`config.mk`:
```
export PLATFORM = sky130hd
export DESIGN_NAME = fft_np_control_flat
export DESIGN_NICKNAME = d
export VERILOG_FILES = /design/src/rtl/fft_ctrl_pkg.sv /design/src/rtl/fft_np_control_if.sv /design/src/rtl/fft_ctrl_stage_pipe.sv /design/src/rtl/fft_np_control.sv /design/src/flat_wrapper.sv
export SDC_FILE = /design/constraint.sdc
export NUM_CORES = 1
export LEC_CHECK = 0
export ABC_AREA = 1
export BUFFER_PORTS_ARGS = -buffer_cell sky130_fd_sc_hd__buf_2
export CAP_MARGIN = 20
export CORE_AREA = 10 10 47 49
export CTS_BUF_LIST = sky130_fd_sc_hd__clkbuf_4 sky130_fd_sc_hd__clkbuf_8
export CTS_CLUSTER_DIAMETER = 200
export DETAILED_ROUTE_END_ITERATION = 8
export DIE_AREA = 0 0 57 59
export PLACE_DENSITY_LB_ADDON = 0.08
export SLEW_MARGIN = 20
export SYNTH_ARGS = -nofsm -noshare
export SYNTH_HDL_FRONTEND = slang
export SYNTH_SLANG_ARGS = --single-unit
```
`constraint.sdc`:
```
create_clock -name clk -period 2.45 [get_ports clk]
set_input_delay 0.49 -clock clk [delete_from_list [all_inputs] [get_ports clk]]
set_output_delay 0.49 -clock clk [all_outputs]
set_load 0.01 [all_outputs]
```
`src/rtl/fft_ctrl_pkg.sv`:
```
// Shared definitions for the N-point FFT pipeline controller.
package fft_ctrl_pkg;

  localparam int FFT_MAX_LOG2N = 10;
  localparam int FFT_DEF_LOG2N = 3;

  typedef enum logic [1:0] {
    IDLE  = 2'd0,
    RUN   = 2'd1,
    DRAIN = 2'd2
  } fft_state_e;

endpackage

```
`src/rtl/fft_np_control_if.sv`:
```
// Sample-side and datapath-side signals of the FFT controller.
// frame_cnt exists only when FFT_CTRL_STATS_EN is defined.
//
// Handshake: in_valid is offered by the source; en_s2p is the accept. A sample
// transfers in exactly the cycles where en_s2p is high (en_s2p = in_valid while
// running). There is no backpressure beyond that: when en_s2p is low with
// in_valid high the source must hold the sample and retry.
interface fft_np_control_if
  import fft_ctrl_pkg::*;
#(
  parameter int LOG2N = FFT_DEF_LOG2N,
  parameter int CNT_W = 16
);

  logic             start;
  logic             stop;
  logic             inverse_i;
  logic             in_valid;
  logic             en_s2p;
  logic [LOG2N-1:0] sample_idx;
  logic             frame_last;
  logic [LOG2N-1:0] en_stage;
  logic [LOG2N-1:0] inv_stage;
  logic             out_valid;
  logic             out_inverse;
  logic             busy;
  fft_state_e       dbg_state;
`ifdef FFT_CTRL_STATS_EN
  logic [CNT_W-1:0] frame_cnt;
`endif

  // Reject widths that cannot describe a real controller.
  if (LOG2N < 1 || LOG2N > FFT_MAX_LOG2N || CNT_W < 1) begin : g_bad_width
    $error("fft_np_control_if: illegal LOG2N or CNT_W");
  end

  modport master (
    output start, stop, inverse_i, in_valid,
    input  en_s2p, sample_idx, frame_last, en_stage, inv_stage,
    input  out_valid, out_inverse, busy, dbg_state
`ifdef FFT_CTRL_STATS_EN
    , input frame_cnt
`endif
  );

  modport slave (
    input  start, stop, inverse_i, in_valid,
    output en_s2p, sample_idx, frame_last, en_stage, inv_stage,
    output out_valid, out_inverse, busy, dbg_state
`ifdef FFT_CTRL_STATS_EN
    , output frame_cnt
`endif
  );

endinterface

```
`src/rtl/fft_ctrl_stage_pipe.sv`:
```
// LOG2N+1 deep valid/inverse shift pipe: entry s marks the frame currently in
// butterfly stage s; the last entry marks the finished result.
module fft_ctrl_stage_pipe #(
  parameter int LOG2N = 3
) (
  input  logic             clk,
  input  logic             reset,
  input  logic             load_i,
  input  logic             load_inv_i,
  output logic [LOG2N-1:0] en_stage_o,
  output logic [LOG2N-1:0] inv_stage_o,
  output logic             out_valid_o,
  output logic             out_inverse_o,
  output logic             pipe_empty_o
);

  logic [LOG2N:0] valid_q, valid_d;
  logic [LOG2N:0] inv_q, inv_d;

  // Advance every frame one stage per cycle; the inverse bit is only ever set
  // alongside a valid bit so idle entries read as zero.
  always_comb begin
    valid_d = {valid_q[LOG2N-1:0], load_i};
    inv_d   = {inv_q[LOG2N-1:0], load_i & load_inv_i};
  end

  // Pipe registers; reset discards any in-flight frames.
  always_ff @(posedge clk or posedge reset) begin
    if (reset) begin
      valid_q <= '0;
      inv_q   <= '0;
    end else begin
      valid_q <= valid_d;
      inv_q   <= inv_d;
    end
  end

  assign en_stage_o    = valid_q[LOG2N-1:0];
  assign inv_stage_o   = inv_q[LOG2N-1:0];
  assign out_valid_o   = valid_q[LOG2N];
  assign out_inverse_o = inv_q[LOG2N];
  // Nothing survives past this cycle: only the output entry (if any) is live
  // and no new frame is entering.
  assign pipe_empty_o  = ~(|valid_q[LOG2N-1:0]) & ~load_i;

endmodule

```
`src/rtl/fft_np_control.sv`:
```
// N-point (N = 2^LOG2N) radix-2 FFT pipeline controller: counts samples into
// the S2P register, walks each frame through the butterfly stages and flags
// completion with the frame's forward/inverse mode.
// Optional frame statistics counter: define FFT_CTRL_STATS_EN.
module fft_np_control
  import fft_ctrl_pkg::*;
#(
  parameter int LOG2N = FFT_DEF_LOG2N,
  parameter int CNT_W = 16
) (
  input logic              clk,
  input logic              reset,
  fft_np_control_if.slave  bus
);

  localparam logic [LOG2N-1:0] LAST_IDX = {LOG2N{1'b1}};

  if (LOG2N < 1 || LOG2N > FFT_MAX_LOG2N || CNT_W < 1) begin : g_bad_param
    $error("fft_np_control: illegal LOG2N or CNT_W");
  end

  fft_state_e       state_q, state_d;
  logic [LOG2N-1:0] cnt_q, cnt_d;
  logic             stop_pend_q, stop_pend_d;
  logic             inv_frame_q, inv_frame_d;
  logic             accept;
  logic             last;
  logic             stop_req;
  logic             pipe_empty;

  // Next-state logic. A stop request (pending or arriving now) takes effect at
  // the first frame boundary: either the last sample of the running frame or
  // a cycle sitting at slot 0 with no sample accepted.
  always_comb begin
    state_d     = state_q;
    cnt_d       = cnt_q;
    stop_pend_d = stop_pend_q;
    inv_frame_d = inv_frame_q;
    accept      = 1'b0;
    last        = 1'b0;
    stop_req    = stop_pend_q | bus.stop;
    unique case (state_q)
      IDLE: begin
        if (bus.start) begin
          state_d     = RUN;
          cnt_d       = '0;
          stop_pend_d = 1'b0;
        end
      end
      RUN: begin
        accept = bus.in_valid;
        last   = accept && (cnt_q == LAST_IDX);
        if (bus.stop) stop_pend_d = 1'b1;
        if (accept) begin
          cnt_d = cnt_q + 1'b1;
          if (cnt_q == '0) inv_frame_d = bus.inverse_i;
        end
        if ((last || (!accept && cnt_q == '0)) && stop_req) begin
          state_d     = DRAIN;
          stop_pend_d = 1'b0;
        end
      end
      DRAIN: begin
        if (pipe_empty) state_d = IDLE;
      end
      default: state_d = IDLE;
    endcase
  end

  // Control state registers.
  always_ff @(posedge clk or posedge reset) begin
    if (reset) begin
      state_q     <= IDLE;
      cnt_q       <= '0;
      stop_pend_q <= 1'b0;
      inv_frame_q <= 1'b0;
    end else begin
      state_q     <= state_d;
      cnt_q       <= cnt_d;
      stop_pend_q <= stop_pend_d;
      inv_frame_q <= inv_frame_d;
    end
  end

  // inv_frame_q was captured on slot 0, which always precedes the last slot.
  fft_ctrl_stage_pipe #(.LOG2N(LOG2N)) u_pipe (
    .clk           (clk),
    .reset         (reset),
    .load_i        (last),
    .load_inv_i    (inv_frame_q),
    .en_stage_o    (bus.en_stage),
    .inv_stage_o   (bus.inv_stage),
    .out_valid_o   (bus.out_valid),
    .out_inverse_o (bus.out_inverse),
    .pipe_empty_o  (pipe_empty)
  );

  assign bus.en_s2p     = accept;
  assign bus.sample_idx = cnt_q;
  assign bus.frame_last = last;
  assign bus.busy       = (state_q != IDLE);
  assign bus.dbg_state  = state_q;

`ifdef FFT_CTRL_STATS_EN
  logic [CNT_W-1:0] frame_cnt_q;

  // Completed-frame counter; wraps, cleared only by reset.
  always_ff @(posedge clk or posedge reset) begin
    if (reset) frame_cnt_q <= '0;
    else if (bus.out_valid) frame_cnt_q <= frame_cnt_q + 1'b1;
  end

  assign bus.frame_cnt = frame_cnt_q;
`endif

endmodule
```
`src/flat_wrapper.sv`:
```
// flat-port wrapper written by rule: the top's interface ports become plain ports
module fft_np_control_flat import fft_ctrl_pkg::*;
#(
  parameter int LOG2N = FFT_DEF_LOG2N,
  parameter int CNT_W = 16
)
  (clk, reset, bus_start, bus_stop, bus_inverse_i, bus_in_valid, bus_en_s2p, bus_sample_idx, bus_frame_last, bus_en_stage, bus_inv_stage, bus_out_valid, bus_out_inverse, bus_busy, bus_dbg_state);
  fft_np_control_if #(.LOG2N(LOG2N), .CNT_W(CNT_W)) bus_i ();
  input logic clk;
  input logic reset;
  input wire logic [$bits(bus_i.start)-1:0] bus_start;
  input wire logic [$bits(bus_i.stop)-1:0] bus_stop;
  input wire logic [$bits(bus_i.inverse_i)-1:0] bus_inverse_i;
  input wire logic [$bits(bus_i.in_valid)-1:0] bus_in_valid;
  output wire logic [$bits(bus_i.en_s2p)-1:0] bus_en_s2p;
  output wire logic [$bits(bus_i.sample_idx)-1:0] bus_sample_idx;
  output wire logic [$bits(bus_i.frame_last)-1:0] bus_frame_last;
  output wire logic [$bits(bus_i.en_stage)-1:0] bus_en_stage;
  output wire logic [$bits(bus_i.inv_stage)-1:0] bus_inv_stage;
  output wire logic [$bits(bus_i.out_valid)-1:0] bus_out_valid;
  output wire logic [$bits(bus_i.out_inverse)-1:0] bus_out_inverse;
  output wire logic [$bits(bus_i.busy)-1:0] bus_busy;
  output wire logic [$bits(bus_i.dbg_state)-1:0] bus_dbg_state;
  assign bus_i.start = bus_start;
  assign bus_i.stop = bus_stop;
  assign bus_i.inverse_i = bus_inverse_i;
  assign bus_i.in_valid = bus_in_valid;
  assign bus_en_s2p = bus_i.en_s2p;
  assign bus_sample_idx = bus_i.sample_idx;
  assign bus_frame_last = bus_i.frame_last;
  assign bus_en_stage = bus_i.en_stage;
  assign bus_inv_stage = bus_i.inv_stage;
  assign bus_out_valid = bus_i.out_valid;
  assign bus_out_inverse = bus_i.out_inverse;
  assign bus_busy = bus_i.busy;
  assign bus_dbg_state = bus_i.dbg_state;
  fft_np_control #(.LOG2N(LOG2N), .CNT_W(CNT_W)) u_core (.clk(clk), .reset(reset), .bus(bus_i));
endmodule
```
Word-level counts from Yosys, hierarchy flattened --
Index checks and enable logic that the tools add are counted. W data, S select, Z words.
Operators by class: muxes and demuxes 13, bitwise operators 5, equality and inequality tests 8, reduce and logical (&&, ||, !) cells 14, $add $sub $neg 1
Operators with widths (count):
- $reduce_and A3 Y1 | 4
- $mux W2 | 3
- $mux W3 | 2
- $pmux W2 S3 | 1
- $pmux W3 S2 | 1
- $mux W1 | 5
- $ne A2 B1 Y1 const B | 2
- $ne A2 B2 Y1 const B | 2
- $reduce_bool A2 Y1 | 2
- $add A3 B1 Y3 const B | 1
- $eq A3 B3 Y1 const B | 1
- $logic_and A1 B1 Y1 | 3
- $logic_not A3 Y1 | 1
- $ne A3 B2 Y1 const B | 1
- $reduce_or A3 Y1 | 1
- $and A1 B1 Y1 | 2
- $eq A2 B1 Y1 const B | 1
- $eq A2 B2 Y1 const B | 1
- $logic_not A2 Y1 | 1
- $not A1 Y1 | 2
- $pmux W1 S2 | 1
- $logic_not A1 Y1 | 1
- $logic_or A1 B1 Y1 | 1
- $or A1 B1 Y1 | 1
Word-level totals: register bits after elaboration 15, input bits 6, output and inout port bits 16, word-level logic and storage cells 47

Longest topological paths before layout --
Gate-level depths: netlist of run 1.
depth after elaboration 7, depth in mapped cells 7

Modules after synthesis --
Synthesis of run 1 repeated with hierarchy kept, for this count alone.
Unflattened totals: cells, all modules 74, area, all modules 675.6 µm²
Modules (own cells, without submodules):
- fft_np_control | instances 1, cells each 53, area each 415.4 µm², seq. area each 175.2 µm²
- fft_ctrl_stage_pipe | instances 1, cells each 21, area each 260.2 µm², seq. area each 200.2 µm²

Worst setup path before layout of run 1 --
OpenSTA, ideal clock, no wires.
kind register -> output, start point register u_core.cnt_q[1], in the netlist u_core.bus.sample_idx[1], end point output bus_frame_last, stages on the path, launching flop included 5, data arrival time 0.982 ns, path slack 0.978 ns, path through dfrtp_1 > ha_1 > ha_1 > nand2_1 > nor2_1
Between the ends: longest elaborated chain between the ends 3
RTL lines:
- from (decl) | line fft_np_control.sv:23 | logic [LOG2N-1:0] cnt_q, cnt_d;
- from (signal assigned) | line fft_np_control.sv:79 | cnt_q <= cnt_d;
- $eq A3 B3 Y1 | line fft_np_control.sv:52 | last = accept && (cnt_q == LAST_IDX);
- $logic_and A1 B1 Y1 | line fft_np_control.sv:52
- $mux W1 | line fft_np_control.sv:42 | unique case (state_q)
- to (decl) | line flat_wrapper.sv:17 | output wire logic [$bits(bus_i.frame_last)-1:0] bus_frame_last;
Every way passes these cells.

Worst setup path in the final report of run 1 --
Ends and elaborated chain as after synthesis.

==> results.py, run 1 <==
metrics = {
    "final_layout": {
        "layout-area-overhead-vs-synth_pct": 20.6,
        "finish.net_count": 99,
        "fin_util_pct": 55.4,
        "antenna_cells_inserted": 0,
        "finalInstanceArea_sq_um": 776,
        "num-fill-cells": 137,
        "layout.cells.non_filler": 105,
        "post_route_cells_drive_above_1_share_pct": 33.7,
    },
    "clock_network": {
        "worst_setup_hold_path_clk_slew_ns": 0.08,
        "postCtsSetupBuffers": 0,
        "cts_buffers": 3,
        "clock_sink_count": 15,
        "h-tree-depth": 1,
        "cts-resized-gates": 0,
        "max-clock-path-buffers": 2,
        "cts_root_buf": "sky130_fd_sc_hd__clkbuf_4",
        "cts_tree": "built",
        "clock_latency_ns": 0.28,
        "postCtsHoldBufs": 0,
    },
    "placement": {
        "placement.io_buffers": 21,
        "numPlacedInstances": 101,
        "placed_cell_area_sq_um": 746,
        "detailedPlacementHpwl_um": 1160,
        "place.gp.congestion": 0.798,
    },
    "floorplanning": {
        "i_o_pins": 22,
        "core_area_sq_um": 1400,
        "die_height_um": 59,
        "fp.dieArea_sq_um": 3360,
        "placementRows": 14,
        "horizontal_die_dimension_um": 57,
        "initial_utilization_pct": 45.9,
    },
    "synthesis": {
        "synth_top_cell_by_area": "sky130_fd_sc_hd__dfrtp_1",
        "synth_seq_area_share_pct": 58.4,
        "syn-mean-instance-area_sq_um": 9.60,
        "synth.ff_latch_count": 15,
        "fraction_of_synthesized_cell_area_taken_by_the_top_area_cell_type_pct": 58.4,
        "mappedNetlistArea_sq_um": 643,
        "synth.yosys.warnings": 0,
        "synth_cells": 67,
        "synth_nets": 76,
        "yosys-top-cells-area": "sky130_fd_sc_hd__dfrtp_1 (58%), sky130_fd_sc_hd__nand2_1 (7.6%), sky130_fd_sc_hd__ha_1 (5.8%)",
        "synth_cell_type_count": 16,
    },
    "route": {
        "residual_drc": 0,
        "wl_per_cell_um": 13.6,
        "drt-vias-per-instance": 5.05,
        "vias": 530,
        "dr.pass1.iters": 4,
        "drt_iter0_markers": 6,
        "drt-total-wl_um": 1430,
        "postRouteAntennaNets": 0,
    },
    "sta": {
        "finalSetupViolCount": 0,
        "hold_viol": 0,
        "rsz_0062_raised_after_global_routing": "no",
        "maxClockFrequency_ghz": 0.537,
        "layout_min_cycle_time_ns": 1.86,
        "maxSlewViolCount": 0,
        "clock_skew_ns": 0.000746,
        "final_critical_path_share_of_the_clock_period_pct": 76.0,
        "finalSetupTns_ns": 0,
        "timing.max_slew.rel_slack_pct": 62.0,
        "worst_pin_slew_ns": 0.569,
    },
    "power": {
        "switchingPower_uw": 305,
        "clkPwrFrac_pct": 19.0,
        "power_density_nw_per_um2": 1010,
        "swShare_pct": 39.2,
        "power_frac_comb_pct": 37.1,
        "cellInternalPower_uw": 474,
        "power.leakage_uw": 0.000465,
        "power.ir.vdd_worst_uv": 469,
        "pwr-share-seq_pct": 43.9,
    },
    "outcome": {
        "outcome": "finished clean",
    },
    "setup_path": {
        "crit_type": "reg -> out",
        "crit_fanout": 4,
        "startpoint_type": "register",
        "reg2regPathDepth": 6,
        "crit-reg2reg-capture": "u_core.bus.dbg_state[1]",
        "critical_path_required_ns": 1.96,
        "reg2reg_slack_ns": 1.15,
        "timing.critical_path.arrival_ns": 1.37,
        "critical_path.reg2reg.startpoint": "u_core.bus.sample_idx[1]",
        "crit_path_capture_type": "primary output",
    },
    "grt": {
        "global_route.overflow_total": 0,
        "global_route_wire_length_before_repair_um": 2410,
        "antenna_found_initial": 0,
        "grtUsageTotal_pct": 8.94,
        "number_of_global_route_vias_before_repair": 550,
        "largest_net_degree_at_the_start_of_global_routing": 16,
    },
    "worst_hold_path": {
        "hold_class": "in -> async",
    },
    "job": {
        "maxCapViolCount": 0,
    },
}
[worst max path at each step]
stage                             startpoint             end  slack, ns  depth (start not counted)
floorplan           u_core.bus.sample_idx[1]  bus_frame_last       0.98                          4
global placement    u_core.bus.sample_idx[1]  bus_frame_last       0.90                          5
detailed placement  u_core.bus.sample_idx[1]  bus_frame_last       0.90                          5
CTS                 u_core.bus.sample_idx[1]  bus_frame_last       0.59                          5
global route        u_core.bus.sample_idx[1]  bus_frame_last       0.51                          5
finish              u_core.bus.sample_idx[1]  bus_frame_last       0.59                          5
[metal layers]
metal  GRT usage [%]  wire length [um]  vias to the layer above  part of all wire [%]
li1                -                 -                      256                     -
met1            9.14               545                      251                    38
met2            15.2               721                       18                    51
met3            3.65               131                        5                   9.2
met4            5.03                27                        0                   1.9
met5               0                 0                        -                     0
[registers in the layout (all words and copies together), names as in the netlist]
register,flops
u_core.bus.dbg_state,2
u_core.bus.sample_idx,3
u_core.inv_frame_q,1
u_core.stop_pend_q,1
u_core.u_pipe.inv_q,4
u_core.u_pipe.valid_q,4
[critical path, cell delays in order (launching register included)]
cell                      delay, ns
sky130_fd_sc_hd__dfrtp_1       0.41
sky130_fd_sc_hd__ha_1          0.20
sky130_fd_sc_hd__ha_1          0.19
sky130_fd_sc_hd__nand2_1       0.09
sky130_fd_sc_hd__nor2_1        0.06
sky130_fd_sc_hd__buf_2         0.14
[metrics by stage]
stage	power [uW]	setup WS [ns]	hold WS [ns]
6_report	780	0.589	0.249
5_1_grt	839	0.508	0.280
4_1_cts	786	0.586	0.260
3_5_place_dp	636	0.897	0.362
3_3_place_gp	629	0.897	0.354
2_1_floorplan	531	0.978	0.355
[power by group through the flow]
stage	sequential, uW	combinational, uW	clock (uW)
after floorplan	351	179	0
after global placement	342	287	0
after detailed placement	344	292	0
after CTS	340	295	151
after global routing	347	332	161
final	342	289	148
[kinds of logic (layout without fill, tap and decap cells)]
kind of cell | after synthesis | after routing | share of synthesized area, %
compound gates | 5 | 5 | 3.89
fa+ha+maj | 3 | 3 | 5.84
buf+inv | 10 | 32 | 7.59
flops | 15 | 15 | 58.4
simple gates | 34 | 34 | 24.3
[layout by cell type, fill, tap and decap left out]
cell type                  count
sky130_fd_sc_hd__buf_2        21
sky130_fd_sc_hd__dfrtp_1      15
sky130_fd_sc_hd__nand2_1      13
sky130_fd_sc_hd__nor2_1        9
sky130_fd_sc_hd__inv_1         6
sky130_fd_sc_hd__o21ai_0       4
sky130_fd_sc_hd__clkbuf_4      4
sky130_fd_sc_hd__nand3_1       3
sky130_fd_sc_hd__nand4_1       3
sky130_fd_sc_hd__ha_1          3
sky130_fd_sc_hd__nor2_2        2
sky130_fd_sc_hd__inv_2         1
sky130_fd_sc_hd__or2_2         1
sky130_fd_sc_hd__nand3b_1      1
sky130_fd_sc_hd__nor3b_1       1
sky130_fd_sc_hd__nand2_2       1
sky130_fd_sc_hd__o21ai_1       1
[cells in the mapped netlist]
library cell / number
sky130_fd_sc_hd__o21ai_1: 1
sky130_fd_sc_hd__dfrtp_1: 15
sky130_fd_sc_hd__nand3b_1: 1
sky130_fd_sc_hd__nand2_2: 1
sky130_fd_sc_hd__inv_2: 1
sky130_fd_sc_hd__inv_1: 6
sky130_fd_sc_hd__nand2_1: 13
sky130_fd_sc_hd__ha_1: 3
sky130_fd_sc_hd__nor3b_1: 1
sky130_fd_sc_hd__nand4_1: 3
sky130_fd_sc_hd__nor2_2: 2
sky130_fd_sc_hd__or2_2: 1
sky130_fd_sc_hd__nand3_1: 3
sky130_fd_sc_hd__nor2_1: 9
sky130_fd_sc_hd__buf_4: 3
sky130_fd_sc_hd__o21ai_0: 4
[layout make-up]
type | count | area, sq um | area share [%]
clock buffers | 4 | 30.0 | 3.87
multi-input cells | 42 | 219 | 28.2
flip-flops and latches | 15 | 375 | 48.4
well taps | 16 | 20.0 | 2.58
repair buffers | 21 | 105 | 13.5
inverters | 7 | 26.3 | 3.39
Note: power is estimated with default switching activity, not from simulation.
==> inputs of run 2 (changes only) <==
--- a/config.mk
+++ b/config.mk
@@ -8,11 +8,11 @@
 export ABC_AREA = 1
 export BUFFER_PORTS_ARGS = -buffer_cell sky130_fd_sc_hd__buf_2
 export CAP_MARGIN = 20
-export CORE_AREA = 10 10 47 49
+export CORE_MARGIN = 10
+export CORE_UTILIZATION = 45
 export CTS_BUF_LIST = sky130_fd_sc_hd__clkbuf_4 sky130_fd_sc_hd__clkbuf_8
 export CTS_CLUSTER_DIAMETER = 200
 export DETAILED_ROUTE_END_ITERATION = 8
-export DIE_AREA = 0 0 57 59
 export PLACE_DENSITY_LB_ADDON = 0.08
 export SLEW_MARGIN = 20
 export SYNTH_ARGS = -nofsm -noshare
==> constraint.sdc (replaced) <==
create_clock -name clk -period 1.58 [get_ports clk]
set_input_delay 0.316 -clock clk [delete_from_list [all_inputs] [get_ports clk]]
set_output_delay 0.316 -clock clk [all_outputs]
set_load 0.01 [all_outputs]
==> results.py, run 2 (synthesized netlist as in run 1, its figures left out) <==
metrics = {
    "sta": {
        "maxSlewViolCount": 0,
        "final_critical_path_share_of_the_clock_period_pct": 102,
        "clock_skew_ns": 0.00401,
        "finalSetupViolCount": 1,
        "timing.max_slew.rel_slack_pct": 63.3,
        "rsz_0062_raised_after_global_routing": "yes",
        "min_setup_slack_post_route_ns": -0.0341,
        "layout_min_cycle_time_ns": 1.61,
        "maxClockFrequency_ghz": 0.620,
        "worst_pin_slew_ns": 0.550,
        "hold_viol": 0,
        "finalSetupTns_ns": -0.0341,
    },
    "floorplanning": {
        "initial_utilization_pct": 48.8,
        "fp.dieArea_sq_um": 3340,
        "placementRows": 13,
        "core_area_sq_um": 1320,
        "die_height_um": 57.8,
        "horizontal_die_dimension_um": 57.8,
        "i_o_pins": 22,
    },
    "setup_path": {
        "crit_fanout": 2,
        "critical_path_required_ns": 1.26,
        "startpoint_type": "register",
        "crit_type": "reg -> out",
        "timing.critical_path.arrival_ns": 1.30,
        "crit_path_capture_type": "primary output",
    },
    "final_layout": {
        "post_route_cells_drive_above_1_share_pct": 43.2,
        "final_cell_mix": "sky130_fd_sc_hd__buf_2 (21), sky130_fd_sc_hd__dfrtp_1 (15), sky130_fd_sc_hd__nand2_1 (11), sky130_fd_sc_hd__nor2_1 (8)",
        "multi_input_area_sq_um": 246,
        "fin_util_pct": 64.3,
        "num-fill-cells": 112,
        "mostFrequentLayoutCell": "sky130_fd_sc_hd__buf_2",
        "final-seq-area_sq_um": 375,
        "layout-area-overhead-vs-synth_pct": 31.7,
        "finish.net_count": 105,
        "layout.cells.non_filler": 110,
        "antenna_cells_inserted": 0,
    },
    "clock_network": {
        "clock_sink_count": 15,
        "cts_buffers": 3,
        "postCtsHoldBufs": 0,
        "cts_tree": "built",
        "h-tree-depth": 1,
        "clock_latency_ns": 0.29,
        "cts_root_buf": "sky130_fd_sc_hd__clkbuf_4",
        "max-clock-path-buffers": 2,
        "worst_setup_hold_path_clk_slew_ns": 0.09,
    },
    "power": {
        "power.ir.vdd_worst_uv": 684,
        "power_density_nw_per_um2": 1520,
        "total_power_uw": 1290,
        "power.leakage_uw": 0.000486,
    },
    "route": {
        "drt_iter0_markers": 13,
        "residual_drc": 0,
        "dr.pass1.iters": 4,
        "drt-vias-per-instance": 4.83,
        "drt-total-wl_um": 1410,
        "vias": 531,
        "postRouteAntennaNets": 0,
        "wl_per_cell_um": 12.9,
    },
    "placement": {
        "dp_slack_ns": 0.193,
        "placement.io_buffers": 21,
        "detailedPlacementHpwl_um": 1120,
        "numPlacedInstances": 102,
        "place.gp.congestion": 0.780,
    },
    "job": {
        "maxCapViolCount": 0,
    },
    "grt": {
        "global_route_wire_length_before_repair_um": 2520,
        "antenna_found_initial": 0,
        "largest_net_degree_at_the_start_of_global_routing": 16,
        "global_route.overflow_total": 0,
        "number_of_global_route_vias_before_repair": 584,
        "grtUsageTotal_pct": 9.71,
    },
    "outcome": {
        "failed_checks": "setup timing",
        "outcome": "finished, violations left",
    },
    "worst_hold_path": {
        "hold_class": "in -> async",
    },
}
## run 2: area by class of cell
| cell class | instances | share of cell area (%) |
|---|---|---|
| Clock buffer | 3 | 2.66 |
| Clock inverter | 1 | 0.886 |
| Inverter | 7 | 3.10 |
| Multi-Input combinational cell | 42 | 29.1 |
| Sequential cell | 15 | 44.3 |
| Tap cell | 15 | 2.22 |
| Timing Repair Buffer | 27 | 17.7 |
## run 2: metrics by stage
step | cell area [sq um] | hold WS (ns)
after floorplan | 643 | 0.217
after global placement | 759 | 0.350
after detailed placement | 759 | 0.354
after CTS | 832 | 0.0687
after global routing | 847 | 0.0864
final | 847 | 0.0508
## run 2: worst max-delay path, stage by stage, from the launching register on
cell                      delay (ns)
sky130_fd_sc_hd__dfrtp_1        0.40
sky130_fd_sc_hd__ha_2           0.20
sky130_fd_sc_hd__ha_4           0.16
sky130_fd_sc_hd__nand2_2        0.07
sky130_fd_sc_hd__nor2_2         0.04
sky130_fd_sc_hd__buf_2          0.13
## run 2: worst paths after layout
| path | startpoint | endpoint | slack, ns | cells after the start |
|---|---|---|---|---|
| worst max-delay path | u_core.bus.sample_idx[0] | bus_frame_last | -0.03 | 5 |
| worst min-delay path | reset | u_core.bus.dbg_state[1] | 0.05 | 2 |
| worst max register to register | u_core.bus.sample_idx[0] | u_core.u_pipe.inv_q[0] | 0.29 | 6 |
| worst min register to register | u_core.u_pipe.inv_q[1] | u_core.u_pipe.inv_q[2] | 0.37 | 0 |
| max in group asynchronous | reset | u_core.u_pipe.valid_q[1] | 1.17 | 2 |
| min in group clk | bus_inverse_i | u_core.inv_frame_q | 0.27 | 3 |
## run 2: routing by layer
| layer | wire (um) | track usage (%) | up-vias |
|---|---|---|---|
| met1 | 609 | 9.45 | 239 |
| met2 | 638 | 15.5 | 18 |
| met4 | 46 | 8.39 | 0 |
| li1 | - | - | 269 |
| met3 | 120 | 4.14 | 5 |
| met5 | 0 | 0 | - |
## run 2: where the power goes
part / internal [uW] / leakage [uW] / switching, uW
registers: 458 / 0.000202 / 53.7
clock network: 96.4 / 0.0000139 / 133
logic: 224 / 0.000270 / 324
total: 778 / 0.000486 / 511
## run 2: timing repair
| action | 4_1_cts | 5_1_grt |
|---|---|---|
| endpoints found under the setup margin | 1 | 2 |
| buffers inserted | 3 | 1 |
| gates resized for setup | 5 | 2 |
| pin swaps | 2 | 1 |
==> inputs of run 3 (changes only) <==
--- a/config.mk
+++ b/config.mk
@@ -5,7 +5,6 @@
 export SDC_FILE = /design/constraint.sdc
 export NUM_CORES = 1
 export LEC_CHECK = 0
-export ABC_AREA = 1
 export BUFFER_PORTS_ARGS = -buffer_cell sky130_fd_sc_hd__buf_2
 export CAP_MARGIN = 20
 export CORE_MARGIN = 10
==> results.py, run 3 <==
metrics = {
    "grt": {
        "antenna_found_initial": 0,
        "grtUsageTotal_pct": 8.97,
        "global_route.overflow_total": 0,
        "number_of_global_route_vias_before_repair": 545,
        "global_route_wire_length_before_repair_um": 2390,
        "largest_net_degree_at_the_start_of_global_routing": 16,
    },
    "outcome": {
        "failed_checks": "setup timing",
        "outcome": "finished, violations left",
    },
    "synthesis": {
        "asyncSetResetFlopFracSynth_pct": 100,
        "synth_enable_flop_cells": 0,
        "synth_cells": 53,
        "commonest_register_cell_after_synthesis": "sky130_fd_sc_hd__dfrtp_1",
        "synth_seq_area_share_pct": 56.8,
        "synth_most_common_cell": "sky130_fd_sc_hd__dfrtp_1",
        "fraction_of_synthesized_cell_area_taken_by_the_top_area_cell_type_pct": 56.8,
        "synth-compound-area-share_pct": 13.3,
        "synth_top_family_by_area": "compound AO/OA/AOI/OAI gates",
        "mappedNetlistArea_sq_um": 661,
        "synth.area.mux_share_pct": 3.79,
        "synth.yosys.warnings": 0,
        "post_synth_fa_ha_maj_area_fraction_pct": 5.68,
        "yosys.area_share.simple_pct": 12.5,
        "synth_cell_type_count": 21,
        "synth.ff_latch_count": 15,
        "synth_top_cell_by_area": "sky130_fd_sc_hd__dfrtp_1",
        "synth_common_cells": "sky130_fd_sc_hd__dfrtp_1 (15), sky130_fd_sc_hd__inv_1 (6), sky130_fd_sc_hd__a22o_1 (4), sky130_fd_sc_hd__buf_4 (4)",
        "syn-mean-instance-area_sq_um": 12.5,
        "yosys-top-cells-area": "sky130_fd_sc_hd__dfrtp_1 (57%), sky130_fd_sc_hd__ha_1 (5.7%), sky130_fd_sc_hd__a22o_1 (5.3%)",
        "synth-xor-area-share_pct": 0,
        "synth_nets": 62,
    },
    "final_layout": {
        "finish.net_count": 91,
        "finalInstanceArea_sq_um": 870,
        "antenna_cells_inserted": 0,
        "post_route_cells_drive_above_1_share_pct": 50.6,
        "num-fill-cells": 110,
        "fin_util_pct": 64.4,
        "multi_input_area_sq_um": 262,
        "final-seq-area_sq_um": 375,
        "layout-area-overhead-vs-synth_pct": 31.6,
        "final_cell_mix": "sky130_fd_sc_hd__buf_2 (20), sky130_fd_sc_hd__dfrtp_1 (15), sky130_fd_sc_hd__buf_4 (7), sky130_fd_sc_hd__inv_1 (6), sky130_fd_sc_hd__a22o_1 (4)",
        "mostFrequentLayoutCell": "sky130_fd_sc_hd__buf_2",
    },
    "sta": {
        "maxClockFrequency_ghz": 0.571,
        "clock_skew_ns": 0.00234,
        "final_critical_path_share_of_the_clock_period_pct": 111,
        "min_setup_slack_post_route_ns": -0.172,
        "layout_min_cycle_time_ns": 1.75,
        "maxSlewViolCount": 0,
        "finalSetupTns_ns": -0.194,
        "timing.max_slew.rel_slack_pct": 62.3,
        "worst_pin_slew_ns": 0.565,
        "rsz_0062_raised_after_global_routing": "yes",
        "finalSetupViolCount": 3,
        "hold_viol": 0,
    },
    "setup_path": {
        "critical_path_required_ns": 1.26,
        "critical_path.n_buffers_inverters": 1,
        "worst_path_max_delay_cell": "sky130_fd_sc_hd__dfrtp_1",
        "reg2regPathDepth": 6,
        "reg2reg_slack_ns": -0.02,
        "critical_path.reg2reg.startpoint": "u_core.bus.sample_idx[0]",
        "timing.critical_path.arrival_ns": 1.44,
        "critical-path-max-stage-delay_ns": 0.39,
        "crit-reg2reg-capture": "u_core.bus.dbg_state[1]",
        "crit_path_capture_type": "primary output",
        "crit_type": "reg -> out",
        "startpoint_type": "register",
        "crit_path_cell_trace": "ha_2, ha_4, and2_4, and3_4, buf_6",
        "crit_fanout": 2,
        "crit_family": "flip-flops",
    },
    "placement": {
        "placement.io_buffers": 21,
        "dp_slack_ns": -0.0425,
        "placed_cell_area_sq_um": 785,
        "place.gp.congestion": 0.734,
        "detailedPlacementHpwl_um": 1120,
    },
    "floorplanning": {
        "core_area_sq_um": 1350,
        "placementRows": 13,
        "initial_utilization_pct": 48.9,
        "die_height_um": 58.3,
        "horizontal_die_dimension_um": 58.3,
        "i_o_pins": 22,
        "fp.dieArea_sq_um": 3400,
    },
    "clock_network": {
        "cts_tree": "built",
        "postCtsHoldBufs": 0,
        "worst_setup_hold_path_clk_slew_ns": 0.09,
        "cts_buffers": 3,
        "clock_latency_ns": 0.27,
        "cts_root_buf": "sky130_fd_sc_hd__clkbuf_4",
        "h-tree-depth": 1,
        "max-clock-path-buffers": 2,
        "clock_sink_count": 15,
    },
    "route": {
        "drt-total-wl_um": 1450,
        "vias": 493,
        "drt_iter0_markers": 2,
        "dr.pass1.iters": 4,
        "postRouteAntennaNets": 0,
        "drt-vias-per-instance": 5.14,
        "residual_drc": 0,
        "wl_per_cell_um": 15.1,
    },
    "power": {
        "power_density_nw_per_um2": 1550,
        "power.leakage_uw": 0.000495,
        "power.ir.vdd_worst_uv": 850,
        "total_power_uw": 1350,
    },
    "job": {
        "maxCapViolCount": 0,
    },
    "worst_hold_path": {
        "hold_class": "in -> async",
    },
}
-- run 3: cell count changes after synthesis, moves of 2 or more --
cell	change
sky130_fd_sc_hd__nand2_1	-10
sky130_fd_sc_hd__nor2_1	-9
sky130_fd_sc_hd__a22o_1	+4
sky130_fd_sc_hd__nand3_1	-3
sky130_fd_sc_hd__nand4_1	-3
sky130_fd_sc_hd__nor3_1	+3
sky130_fd_sc_hd__o21ai_0	-3
sky130_fd_sc_hd__a21oi_1	+2
sky130_fd_sc_hd__nor2_2	-2
-- run 3: layout make-up --
| class | instances | area share [%] |
|---|---|---|
| Clock buffer | 3 | 2.59 |
| Clock inverter | 1 | 0.576 |
| Inverter | 6 | 2.59 |
| Multi-Input combinational cell | 28 | 30.1 |
| Sequential cell | 15 | 43.2 |
| Tap cell | 15 | 2.16 |
| Timing Repair Buffer | 28 | 18.8 |
-- run 3: repair_timing --
| action | CTS | global route |
|---|---|---|
| resized for setup | 5 | 2 |
| setup buffers | 2 | 1 |
| endpoints found under the setup margin | 1 | 4 |
| cloned | 0 | 0 |
| pin swaps | 2 | 1 |
-- run 3: worst register-to-register path, delay by kind of cell, from the launching register on --
family	cells	cell delay (ns)
AND/OR/NAND/NOR	1	0.37
AO/OA/AOI/OAI	2	0.37
adder cells (fa/ha/maj)	1	0.18
buffers and inverters	2	0.23
flip-flops	1	0.39
-- run 3: how the worst max path moves through the flow --
stage | from | end | slack, ns | cells after the start
floorplan | u_core.bus.sample_idx[0] | bus_frame_last | 0.07 | 4
CTS | u_core.bus.sample_idx[1] | bus_frame_last | -0.18 | 5
finish | u_core.bus.sample_idx[0] | bus_frame_last | -0.17 | 5
detailed placement | u_core.bus.sample_idx[0] | bus_frame_last | -0.04 | 5
global placement | u_core.bus.sample_idx[0] | bus_frame_last | -0.02 | 5
global route | u_core.bus.sample_idx[0] | bus_frame_last | -0.22 | 5
-- run 3: logic make-up after synthesis --
| group | count (synthesis) |
|---|---|
| DFF | 15 |
| and+or+nand+nor | 12 |
| AOI/OAI and AO/OA | 11 |
| buffers and inverters | 10 |
| adders and majority gates | 3 |
| muxes | 2 |
-- run 3: report_power, final --
part	leakage (uW)	internal [uW]	switching (uW)	total (uW)
combinational	0.000278	305	284	589
sequential	0.000198	468	75.2	543
clock	0.0000177	93.7	120	214
total	0.000495	867	479	1350
-- run 3: per-stage QoR --
stage,std cells,hold WS [ns]
4_1_cts,95,0.0803
6_report,96,0.0758
5_1_grt,96,0.0981
3_3_place_gp,89,0.355
2_1_floorplan,53,0.217
3_5_place_dp,89,0.370
-- run 3: layer usage --
layer / global-route usage (%) / up-vias / wire length (um)
met2: 16.2 / 15 / 722
met4: 3.02 / 0 / 0
met3: 3.65 / 0 / 114
li1: - / 238 / -
met1: 9.01 / 240 / 617
met5: 0 / - / 0
